==> src/rtl/sdram_access_arbiter.sv <==
// rtl/sdram_access_arbiter.sv - round-robin arbiter sharing one SDRAM port between playback reads and recording writes
module sdram_access_arbiter #(
   parameter int ADDR_W         = 23,
   parameter int DATA_W         = 32,
   parameter int TIMEOUT_CYCLES = 1023
) (
   input  logic              i_clk,
   input  logic              i_rst,
   input  logic              play_read,
   input  logic [ADDR_W-1:0] play_addr,
   output logic [DATA_W-1:0] play_readdata,
   output logic              play_sdram_finished,
   input  logic              rec_write,
   input  logic [ADDR_W-1:0] rec_addr,
   input  logic [DATA_W-1:0] rec_writedata,
   output logic              rec_sdram_finished,
   output logic              sdram_read,
   output logic              sdram_write,
   output logic [ADDR_W-1:0] sdram_addr,
   output logic [DATA_W-1:0] sdram_writedata,
   input  logic [DATA_W-1:0] sdram_readdata,
   input  logic              sdram_finished,
   output logic              busy,
   output logic              timeout_flag
);

   typedef enum logic [1:0] {IDLE, PLAY_GNT, REC_GNT} state_t;

   localparam logic [15:0] WDOG_LAST = 16'(TIMEOUT_CYCLES - 1);

   state_t      state;
   logic        last_rec;
   logic [15:0] wdog;

   always_ff @(posedge i_clk) begin
      if (i_rst) begin
         state           <= IDLE;
         last_rec        <= 1'b1;
         wdog            <= 16'd0;
         sdram_addr      <= '0;
         sdram_writedata <= '0;
         sdram_read      <= 1'b0;
         sdram_write     <= 1'b0;
         timeout_flag    <= 1'b0;
      end else begin
         case (state)
            IDLE: begin
               // Play wins when alone, or when both request and record went last.
               if (play_read && (!rec_write || last_rec)) begin
                  state      <= PLAY_GNT;
                  sdram_read <= 1'b1;
                  sdram_addr <= play_addr;
                  last_rec   <= 1'b0;
                  wdog       <= 16'd0;
               end else if (rec_write) begin
                  state           <= REC_GNT;
                  sdram_write     <= 1'b1;
                  sdram_addr      <= rec_addr;
                  sdram_writedata <= rec_writedata;
                  last_rec        <= 1'b1;
                  wdog            <= 16'd0;
               end
            end
            PLAY_GNT, REC_GNT: begin
               if (sdram_finished) begin
                  state       <= IDLE;
                  sdram_read  <= 1'b0;
                  sdram_write <= 1'b0;
               end else if (wdog == WDOG_LAST) begin
                  state        <= IDLE;
                  sdram_read   <= 1'b0;
                  sdram_write  <= 1'b0;
                  timeout_flag <= 1'b1;
               end else begin
                  wdog <= wdog + 16'd1;
               end
            end
            default: begin
               state       <= IDLE;
               sdram_read  <= 1'b0;
               sdram_write <= 1'b0;
            end
         endcase
      end
   end

   // A requester that withdrew mid-grant gets no completion pulse.
   assign play_sdram_finished = (state == PLAY_GNT) && sdram_finished && play_read;
   assign rec_sdram_finished  = (state == REC_GNT) && sdram_finished && rec_write;
   assign play_readdata       = sdram_readdata;
   assign busy                = (state != IDLE);

endmodule

==> config.mk <==
export PLATFORM = sky130hd
export DESIGN_NAME = sdram_access_arbiter
export DESIGN_NICKNAME = d
export VERILOG_FILES = /design/src/rtl/sdram_access_arbiter.sv
export SDC_FILE = /design/constraint.sdc
export NUM_CORES = 1
export LEC_CHECK = 0
export BUFFER_PORTS_ARGS = -buffer_cell sky130_fd_sc_hd__buf_2
export CAP_MARGIN = 20
export CORE_UTILIZATION = 44
export CTS_CLUSTER_SIZE = 40
export DETAILED_ROUTE_END_ITERATION = 6
export PLACE_DENSITY = 0.88
export SLEW_MARGIN = 20
export SYNTH_ARGS = -nofsm -noshare
export SYNTH_HDL_FRONTEND = slang
export SYNTH_SLANG_ARGS = --single-unit
==> constraint.sdc <==
create_clock -name i_clk -period 2.5 [get_ports i_clk]
set_input_delay 0.375 -clock i_clk [delete_from_list [all_inputs] [get_ports i_clk]]
set_output_delay 0.375 -clock i_clk [all_outputs]
set_load 0.02 [all_outputs]
* Word-level counts from Yosys, hierarchy flattened
Cells that the tools add are included.
** Storage, ports and cells
- Register bits after elaboration :: 77
- Output and inout bits :: 93
- Word-level logic and storage cells :: 60
** Operators by class
- $add $sub $neg :: 1
- Eq/ne operators :: 10
- Muxes and demuxes :: 20
- Bitwise operators :: 2
- Reductions and logical operators :: 19
** Operator list (number)
- two-way mux 16 bit :: 4
- two-way mux 23 bit :: 2
- case mux 16 bit (2 select lines) :: 1
- adder 16 x 1 -> 16 bit, second input constant :: 1
- equality test 16 x 10 -> 1 bit, second input constant :: 1
- inequality test 2 bit, second input constant :: 5
- AND reduction 3 bit :: 3
- two-way mux 2 bit :: 4
- two-way mux 1 bit :: 6
- inequality test 3 bit, second input constant :: 2
- AND reduction 2 bit :: 3
- nonzero test 2 bit :: 3
- logical AND 1 bit :: 5
- case mux 1 bit (2 select lines) :: 2
- case mux 2 bit (2 select lines) :: 1
- AND reduction 4 bit :: 1
- equality test 2 x 1 -> 1 bit, second input constant :: 1
- equality test 2 bit, second input constant :: 1
- zero test 2 bit :: 1
- NOT 1 bit :: 2
- OR reduction 2 bit :: 1
- zero test 1 bit :: 1
- logical OR 1 bit :: 1

* Depth between registers and ports, before layout
- Depth in word-level cells :: 5
- Mapped depth :: 7
- Depth with buffers taken out :: 7

* Least setup slack after synthesis
Ideal clock, no wire load.
- Path kind :: reg2reg
- Start :: register wdog[0]
- End :: register state[0]
- Setup time :: 0.117 ns
- Arrival :: 1.980 ns
- Required time :: 2.383 ns
- Setup slack :: 0.402 ns
- Stages on the path, launching flop included :: 8
- Buffers on the path :: 0
- Cell sequence :: dfxtp_1 > inv_1 > ha_1 > or4b_4 > or4_4 > o21ai_4 > nand2b_1 > a32o_1
** On the way
- Cells in the longest elaborated chain, start to end :: 3
** Ends and longest elaborated chain
- from (decl) :: line 33 : logic [15:0] wdog;
- from (signal assigned) :: line 75 : wdog <= wdog + 16'd1;
- equality test 16 x 10 -> 1 bit :: line 69 : end else if (wdog == WDOG_LAST) begin
- inequality test 3 bit (no line)
- AND reduction 2 bit (no line)
- to (signal assigned) :: line 66 : state <= IDLE;
- to (signal assigned) :: line 70 : state <= IDLE;
- to (signal assigned) :: line 79 : state <= IDLE;
- to (decl) :: line 31 : state_t state;
No other way between the ends.
A chain may end at the register's enable or synchronous reset.

* Worst setup path after layout
Same ends and word-level chain as after synthesis.

==> flow_summary.toml <==
[run_status]
status = "finished, final reports clean"

[global_routing]
grtUsageTotal_pct = 20.1
grt_max_degree = 34
overflow = 0
antenna_found_initial = 0
met2_usage_pct = 35.9
grt_use_met1_pct = 22.1
grt.busiest_layer = "met2"
grtUsageMet3_pct = 4.64
grt_pass1_vias = 3069
grt_first_pass_wirelength_um = 13700

[pwr]
power_density_nw_per_um2 = 718
ir_drop_mv = 0.424
power.leakage_nw = 2.01

[routing]
avgViaCountPerCell = 5.31
dr.pass1.iters = 4
final_antenna_net_count = 0
drtIter0Drc = 150
vias = 3413
drc_errors = 0
wl_um = 8760
drt-wirelength-per-cell_um = 13.6

[synthesis]
yosys.area.top_type_share_pct = 43.3
synth_area_leaders = "dfxtp_1 43%, nand2_1 7.6%, buf_4 6.8%, mux2i_1 6.5%, a21oi_1 5.5%"
synthFlopType = "dfxtp_1"
netlist_instances = 425
yosys-mux-area-fraction_pct = 6.47
synth_cell_types = 40
synth_compound_area_share_pct = 17.8
ys_warn_count = 0
synth_xor_area_share_pct = 0.739
synth_top_family_by_area = "simple AND/OR/NAND/NOR gates"
syn_area_sq_um = 3560
synth.top_cells.by_count = "77 x dfxtp_1, 72 x nand2_1, 39 x a21oi_1, 39 x nor2_1, 32 x buf_4"
synthAdderAreaFrac_pct = 1.76
synth_edf_count = 0
ys_seq_area_share_pct = 43.3
ys_ff_latch = 77
syn_avg_cell_area_sq_um = 8.37
synth-simple-area-share_pct = 19.9
synth_top_cell_by_area = "dfxtp_1"
async_reset_ff_share_pct = 0
synth_nets = 545
yosys.cell_count.top_type = "dfxtp_1"

[cells_and_area]
seqCellArea_sq_um = 1540
num_antenna_cells = 0
multi_input_area_sq_um = 1670
postLayoutCoreUtil_pct = 56.7
layout-drive-gt1-share_pct = 32.7
nets = 656
final_cell_area_sq_um = 4400
area_growth_pct = 23.8
fill_cells = 714

[placement]
finalWeightedCongestion = 0.838
port_buffers = 143
dp_hpwl_um = 6610
dpl-instance-area_sq_um = 4170

[die]
die_area_sq_um = 8440
die_h_um = 91.9
rows = 32
die_x_um = 91.9
core_sq_um = 7770
start_util_pct = 45.8
io_pins = 208

[cts]
root_buffer = "clkbuf_8"
clock_latency_ps = 340
numCtsBuffers = 9
clockBufferDepth = 2
tritoncts = "built"
cts.clk_slew.worst_paths_ps = 80
cts.sinks = 77
cts_max_level = 3
post_cts_buffers = 0
cts_hold_buf = 0
cts-resized-gates = 0

[timing]
worst_pin_slew_ps = 594
drv_slew = 0
final.setup.tns_ps = 0
fmax_ghz = 0.444
final.period_utilization_pct = 90.1
grt_setup_unrepaired = "false"
final_hold_viol_count = 0
skew_ps = 9.52
setup_viol = 0
period_minus_slack_ps = 2250
slew-limit-headroom_pct = 60.3

[worst_setup_path]
critPathKind = "reg2reg"
path_max_fanout = 5
endpoint_kind = "flip-flop"
worstPathArrival_ps = 2480
worst_setup_path_start_kind = "flip-flop"
cp.required_ps = 2730

[job]
maxCapViolations = 0

[min_path]
hp-class = "in2reg"
[critical path, stage by stage (launching register included)]
cell      delay (ps)
dfxtp_1          340
inv_1            100
ha_1             150
or4b_4           460
or4_4            570
o21ai_4          190
nand2b_1          70
a32o_1           250
[kinds of logic after synthesis]
logic type / count (synthesis)
DFF: 77
xor gates and xnor gates: 3
muxes: 23
and+or+nand+nor: 156
AOI/OAI and AO/OA: 100
adders and majority gates: 5
buffers and inverters: 61
[final timing paths]
kind | slack [ps] | end | startpoint | cells after the start
max | 250 | state[0]$_SDFFE_PP0P_ | wdog[0]$_SDFFE_PP0P_ | 7
min | 260 | sdram_writedata[8]$_SDFFE_PP0P_ | rec_writedata[8] | 3
min reg2reg | 450 | sdram_writedata[7]$_SDFFE_PP0P_ | sdram_writedata[7]$_SDFFE_PP0P_ | 2
max reg2reg | 250 | state[0]$_SDFFE_PP0P_ | wdog[0]$_SDFFE_PP0P_ | 7
[report_power, final]
part           total (W)  internal, W  switching [W]
combinational   0.000710     0.000277       0.000433
sequential       0.00139      0.00133      0.0000563
clock            0.00106     0.000616       0.000448
total            0.00316      0.00222       0.000937
[through the flow]
step                total power [W]  hold WS (ps)  worst slack (ps)  std cells
detailed placement          0.00213           445               271        627
CTS                         0.00320           244               251        643
global placement            0.00210           439               330        627
global route                0.00333           253               162        643
floorplan                   0.00193           448               402        425
finish                      0.00316           260               249        643
[cell usage in the layout, fill, tap and decap left out, types with 7 or more instances in the layout]
| cell | count |
|---|---|
| a211oi_1 | 23 |
| a21oi_1 | 39 |
| buf_2 | 143 |
| buf_4 | 9 |
| clkbuf_8 | 11 |
| dfxtp_1 | 77 |
| inv_1 | 8 |
| mux2i_1 | 23 |
| nand2_1 | 72 |
| nand3_1 | 10 |
| nand4_1 | 7 |
| nor2_1 | 38 |
| o21ai_0 | 16 |
[final cells by class]
cell class / count / share of cell area [%]
Clock buffer: 11 / 3.44
Clock inverter: 5 / 1.88
Inverter: 8 / 0.682
Multi-Input combinational cell: 287 / 37.8
Sequential cell: 77 / 35.0
Tap cell: 102 / 2.90
Timing Repair Buffer: 153 / 18.2
[sequential cells by signal (all words and copies together) (netlist names)]
register,count
sdram_writedata,32
state,2
sdram_read,1
sdram_write,1
sdram_addr,23
wdog,16
timeout_flag,1
last_rec,1
[routing by layer]
| metal | share of wire, % | vias to the layer above |
|---|---|---|
| li1 | - | 1671 |
| met1 | 40 | 1547 |
| met2 | 50 | 162 |
| met3 | 7.0 | 33 |
| met4 | 3.4 | 0 |
| met5 | 0 | - |
Note: power is estimated with default switching activity, not from simulation.
